==> src/rtl/arb_pkg.sv <==
// Shared constants, FSM state encoding and rotated-index helper for the 8-way round-robin arbiter.
package arb_pkg;

  localparam int N        = 8;
  localparam int IDX_W    = 3;
  localparam int MAX_HOLD = 16;

  typedef enum logic {
    IDLE  = 1'b0,
    GRANT = 1'b1
  } state_t;

  // (base + offset) mod N; the 3-bit result wraps naturally.
  function automatic logic [IDX_W-1:0] rot_idx(input logic [IDX_W-1:0] base,
                                               input logic [IDX_W-1:0] offset);
    return base + offset;
  endfunction

endpackage

==> src/rtl/priority_encoder_8to3.sv <==
// Combinational 8-to-3 priority encoder: the lowest set bit wins, valid when any bit is set.
module priority_encoder_8to3 (
  input  logic [7:0] in_vec,
  output logic [2:0] idx,
  output logic       valid
);

  always_comb begin
    idx = '0;
    for (int i = 7; i >= 0; i--) begin
      if (in_vec[i]) idx = 3'(i);
    end
  end

  assign valid = |in_vec;

endmodule

==> src/rtl/rr_arbiter_8.sv <==
// Round-robin arbiter, 8 requesters, registered grant 1 cycle after request; grant held until release/withdraw.
// Optional ARB_GRANT_TIMEOUT_EN forces release after MAX_HOLD cycles and pulses timeout.
module rr_arbiter_8
  import arb_pkg::*;
(
  input  logic             clk,
  input  logic             rst,
  input  logic             enable,
  input  logic [N-1:0]     req,
  input  logic             release_gnt,
  output logic [N-1:0]     gnt,
  output logic [IDX_W-1:0] gnt_idx,
  output logic             gnt_valid,
  output logic             timeout
);

  state_t           state, state_n;
  logic [IDX_W-1:0] ptr, ptr_n, gnt_idx_n, base, off, pick;
  logic [N-1:0]     gnt_n, cand, rot;
  logic             gnt_valid_n, ending, forced, any, grant_new;

  // Rotate the candidates so the current priority position lands at bit 0.
  always_comb begin
    ending = (state == GRANT) && (release_gnt || !req[gnt_idx] || forced);
    cand   = req & ~(ending ? gnt : '0);
    base   = ending ? rot_idx(gnt_idx, 3'd1) : ptr;
    rot    = '0;
    for (int i = 0; i < N; i++) begin
      rot[i] = cand[rot_idx(base, 3'(i))];
    end
  end

  priority_encoder_8to3 u_enc (
    .in_vec (rot),
    .idx    (off),
    .valid  (any)
  );

  assign pick = rot_idx(base, off);

  always_comb begin
    state_n     = state;
    ptr_n       = ptr;
    gnt_n       = gnt;
    gnt_idx_n   = gnt_idx;
    gnt_valid_n = gnt_valid;
    grant_new   = 1'b0;
    case (state)
      IDLE: begin
        if (enable && any) begin
          grant_new = 1'b1;
          state_n   = GRANT;
        end
      end
      GRANT: begin
        if (ending) begin
          ptr_n = base;
          if (enable && any) begin
            grant_new = 1'b1;
          end else begin
            state_n     = IDLE;
            gnt_n       = '0;
            gnt_valid_n = 1'b0;
          end
        end
      end
      default: state_n = IDLE;
    endcase
    if (grant_new) begin
      gnt_n        = '0;
      gnt_n[pick]  = 1'b1;
      gnt_idx_n    = pick;
      gnt_valid_n  = 1'b1;
    end
  end

  always_ff @(posedge clk) begin
    if (rst) begin
      state     <= IDLE;
      ptr       <= '0;
      gnt       <= '0;
      gnt_idx   <= '0;
      gnt_valid <= 1'b0;
    end else begin
      state     <= state_n;
      ptr       <= ptr_n;
      gnt       <= gnt_n;
      gnt_idx   <= gnt_idx_n;
      gnt_valid <= gnt_valid_n;
    end
  end

`ifdef ARB_GRANT_TIMEOUT_EN
  localparam int CNT_W = $clog2(MAX_HOLD);

  logic [CNT_W-1:0] hold_cnt;
  logic             timeout_q;

  // A forced end only counts when no natural end condition is present.
  assign forced = (state == GRANT) && (hold_cnt == CNT_W'(MAX_HOLD - 1)) &&
                  !release_gnt && req[gnt_idx];

  always_ff @(posedge clk) begin
    if (rst) begin
      hold_cnt  <= '0;
      timeout_q <= 1'b0;
    end else begin
      timeout_q <= forced;
      if (grant_new) hold_cnt <= '0;
      else if (state == GRANT) hold_cnt <= CNT_W'(hold_cnt + 1'b1);
    end
  end

  assign timeout = timeout_q;
`else
  assign forced  = 1'b0;
  assign timeout = 1'b0;
`endif

endmodule

==> config.mk <==
export PLATFORM = sky130hd
export DESIGN_NAME = rr_arbiter_8
export DESIGN_NICKNAME = d
export VERILOG_FILES = /design/src/rtl/arb_pkg.sv /design/src/rtl/priority_encoder_8to3.sv /design/src/rtl/rr_arbiter_8.sv
export SDC_FILE = /design/constraint.sdc
export NUM_CORES = 1
export LEC_CHECK = 0
export CAP_MARGIN = 10
export CORE_UTILIZATION = 51
export CTS_CLUSTER_DIAMETER = 120
export DETAILED_ROUTE_END_ITERATION = 8
export MAX_ROUTING_LAYER = met4
export PLACE_DENSITY_LB_ADDON = 0.1
export RECOVER_POWER = 50
export SYNTH_ARGS = -nofsm -noshare
export SYNTH_HDL_FRONTEND = slang
export SYNTH_HIERARCHICAL = 1
export SYNTH_SLANG_ARGS = --single-unit
==> constraint.sdc <==
create_clock -name clk -period 5.96 [get_ports clk]
set_input_delay 0.894 -clock clk [delete_from_list [all_inputs] [get_ports clk]]
set_output_delay 0.894 -clock clk [all_outputs]
set_load 0.1 [all_outputs]
==> flow_summary.ini <==
[global_route]
antenna_found_initial = 0
grt_pass1_wl_um = 5290
track_usage = 0.275
grt-ovfl-total = 0
grt_pass1_vias = 1102
grt_max_degree = 19

[setup_path]
cp-start-kind = input port
critical-path-top-delay-family = multiplexers
path_cells = clkdlybuf4s50_1, mux2i_1, a221o_1, o21ai_4, mux2i_1, buf_4, mux2_2, mux2i_1, nor2b_1, o21bai_1, o41ai_1, ha_1, fa_1, xor2_1, xor2_1, nor2_1, a32o_1
worstSetupPathType = input port to flip-flop
crit_path_frequent_cell = mux2i_1
crit_arrival_ns = 5.70
cp-end-kind = flip-flop
timing.rr.start = gnt_idx[0]
slowest_delay_ns = 0.71
crit_path_start = req[5]
crit_buf_inv = 2
crit_fanout = 18
critPathSlowestCell = mux2i_1
cp.required_ns = 6.16

[cts]
path_clk_slew_ns = 0.11
cts_setup_buffers = 0
cts_buffer_depth = 2
htreeDepth = 1
cts_hold_buf = 0
cts_tree = yes
numCtsBuffers = 3
cts_resized = 0
root_buffer = clkbuf_4
clock-sinks = 16
clkLatencyLatePin_ns = 0.30

[synth]
syn_avg_cell_area_um2 = 9.09
synth-compound-area-share = 0.194
synth_simple_gate_area_share = 0.121
yosysUniqueCellTypes = 37
muxShareOfSynthArea = 0.272
synth.cell_area_um2 = 1310
synth_top_area_frac = 0.245
ys_seq_elements = 16
synth_cells = 144
async_flop_share = 0
ys_top_cells_by_count = 22 x mux2i_1, 20 x nor2_1, 16 x dfxtp_1, 13 x o21ai_0, 12 x inv_1
synth_most_common_cell = mux2i_1
synth_adder_area_share = 0.0535
synth_seq_area_share = 0.245
ys.flop_type = dfxtp_1
synthTopCellsByArea = dfxtp_1 24%, mux2i_1 17%, nor2_1 5.7%, o21ai_0 5.0%, a32o_1 4.6%
syn-num-nets = 161
synth_top_family_by_area = multiplexers
synth_largest_area_cell = dfxtp_1
synth_edf_count = 0
synth_xor_area_frac = 0.0516
synth_warnings = 6

[timing]
fin_ws_ns = 0.465
worst_slew_pin_slew_ns = 0.984
setup_violations = 0
relSlewSlack = 0.342
fin_crit_sh = 0.922
drv_slew = 0
rsz0062_at_grt = false
max_freq_ghz = 0.182
final.min_clock_period_ns = 5.50
final-hold-violation-count = 0
fin_skew_ns = 0.0145
finalSetupTns_ns = 0

[layout]
layout.area.seq_um2 = 320
multiInputGateArea_um2 = 885
fillers = 195
final_area_um2 = 1590
final_cells = 199
antenna_cells = 0
areaGrowthSynthToFinish_pct = 21.7
nNetsFinal = 189
drive_above_1_share = 0.123

[floorplanning]
io_pins = 25
fp.dieArea_um2 = 2770
die-width_um = 52.7
rows = 17
die_h_um = 52.7
coreArea_um2 = 2320
initial_utilization = 0.564

[run_status]
outcome = completed

[flow_run]
cap_violations = 0

[place]
port_buffers = 23
place_area_um2 = 1580
dp_hpwl_um = 2570
place_congestion = 0.914
pre_cts_slack_ns = 0.226
dp_cells = 195

[drt]
via_per_inst = 5.95
drtAntennaViolNets = 0
dr.pass1.iters = 4
totalWireLength_um = 3300
first_iter_violations = 40
vias = 1185
routedWlPerCell_um = 16.6
drc = 0

[pwr]
p_leak_uw = 0.000721
p_total_uw = 899
power_density_nw_per_um2 = 564
peakVddDrop_mv = 0.472

[hold_path]
hp-class = flip-flop to flip-flop
hold_start = gnt_valid
-- per-stage QoR --
step | util | hold slack, ns
4_1_cts | 0.698 | 0.530
3_5_place_dp | 0.682 | 0.497
2_1_floorplan | - | 0.496
6_report | 0.687 | 0.525
5_1_grt | 0.687 | 0.563
3_3_place_gp | 0.682 | 0.487
-- registers in the layout, summed over array words and instances (netlist names) --
name	count
gnt	8
gnt_idx	3
gnt_valid	1
ptr	3
state	1
-- logic make-up after synthesis --
family,Yosys count
compound gates,35
simple gates,33
mux,30
buf+inv,18
flops,16
xor+xnor,6
fa+ha+maj,5
other cells,1
-- cell usage in the layout, fill, tap and decap left out, drive strengths merged, types with 2 or more instances in the layout --
| cell | instances |
|---|---|
| a32o | 6 |
| dfxtp | 16 |
| mux2 | 4 |
| and2 | 2 |
| nor2b | 3 |
| ha | 4 |
| a21oi | 4 |
| nand2b | 2 |
| o21ai | 14 |
| inv | 13 |
| clkdlybuf4s50 | 12 |
| mux2i | 24 |
| dlygate4sd3 | 11 |
| a22o | 2 |
| xor2 | 5 |
| nand2 | 2 |
| o22a | 4 |
| mux4 | 2 |
| clkbuf | 4 |
| nor2 | 21 |
| buf | 5 |
-- where the power goes --
group / internal, uW / switching (uW) / total (uW)
Combinational: 221 / 430 / 651
Sequential: 134 / 38.4 / 173
Clock: 37.2 / 37.8 / 75.1
-- worst min-delay path: cells and delay by family, from the launching register on --
kind               cells  cell delay [ns]
and+or+nand+nor        1             0.08
DFF                    1             0.36
AOI/OAI and AO/OA      1             0.07
-- final timing paths --
kind / endpoint / slack [ns] / cells after the start
max reg2reg: gnt[7] / 0.86 / 16
max: gnt[7] / 0.46 / 17
min: gnt_valid / 0.53 / 2
min reg2reg: gnt_valid / 0.53 / 2
-- final cells by class --
| class | count | area share |
|---|---|---|
| tap | 28 | 0.0220 |
| multi-input combinational | 110 | 0.555 |
| inverter | 13 | 0.0306 |
| sequential | 16 | 0.201 |
| clock buffer | 4 | 0.0228 |
| timing repair buffer | 28 | 0.168 |
-- routing by layer --
layer / part of all wire / up-vias / track usage
met1: 0.47 / 569 / 0.354
met2: 0.46 / 44 / 0.441
met3: 0.063 / 5 / 0.0725
met5: 0 / - / -
met4: 0.0076 / 0 / 0.0395
li1: - / 567 / -
(Power assumes the default switching activity.)
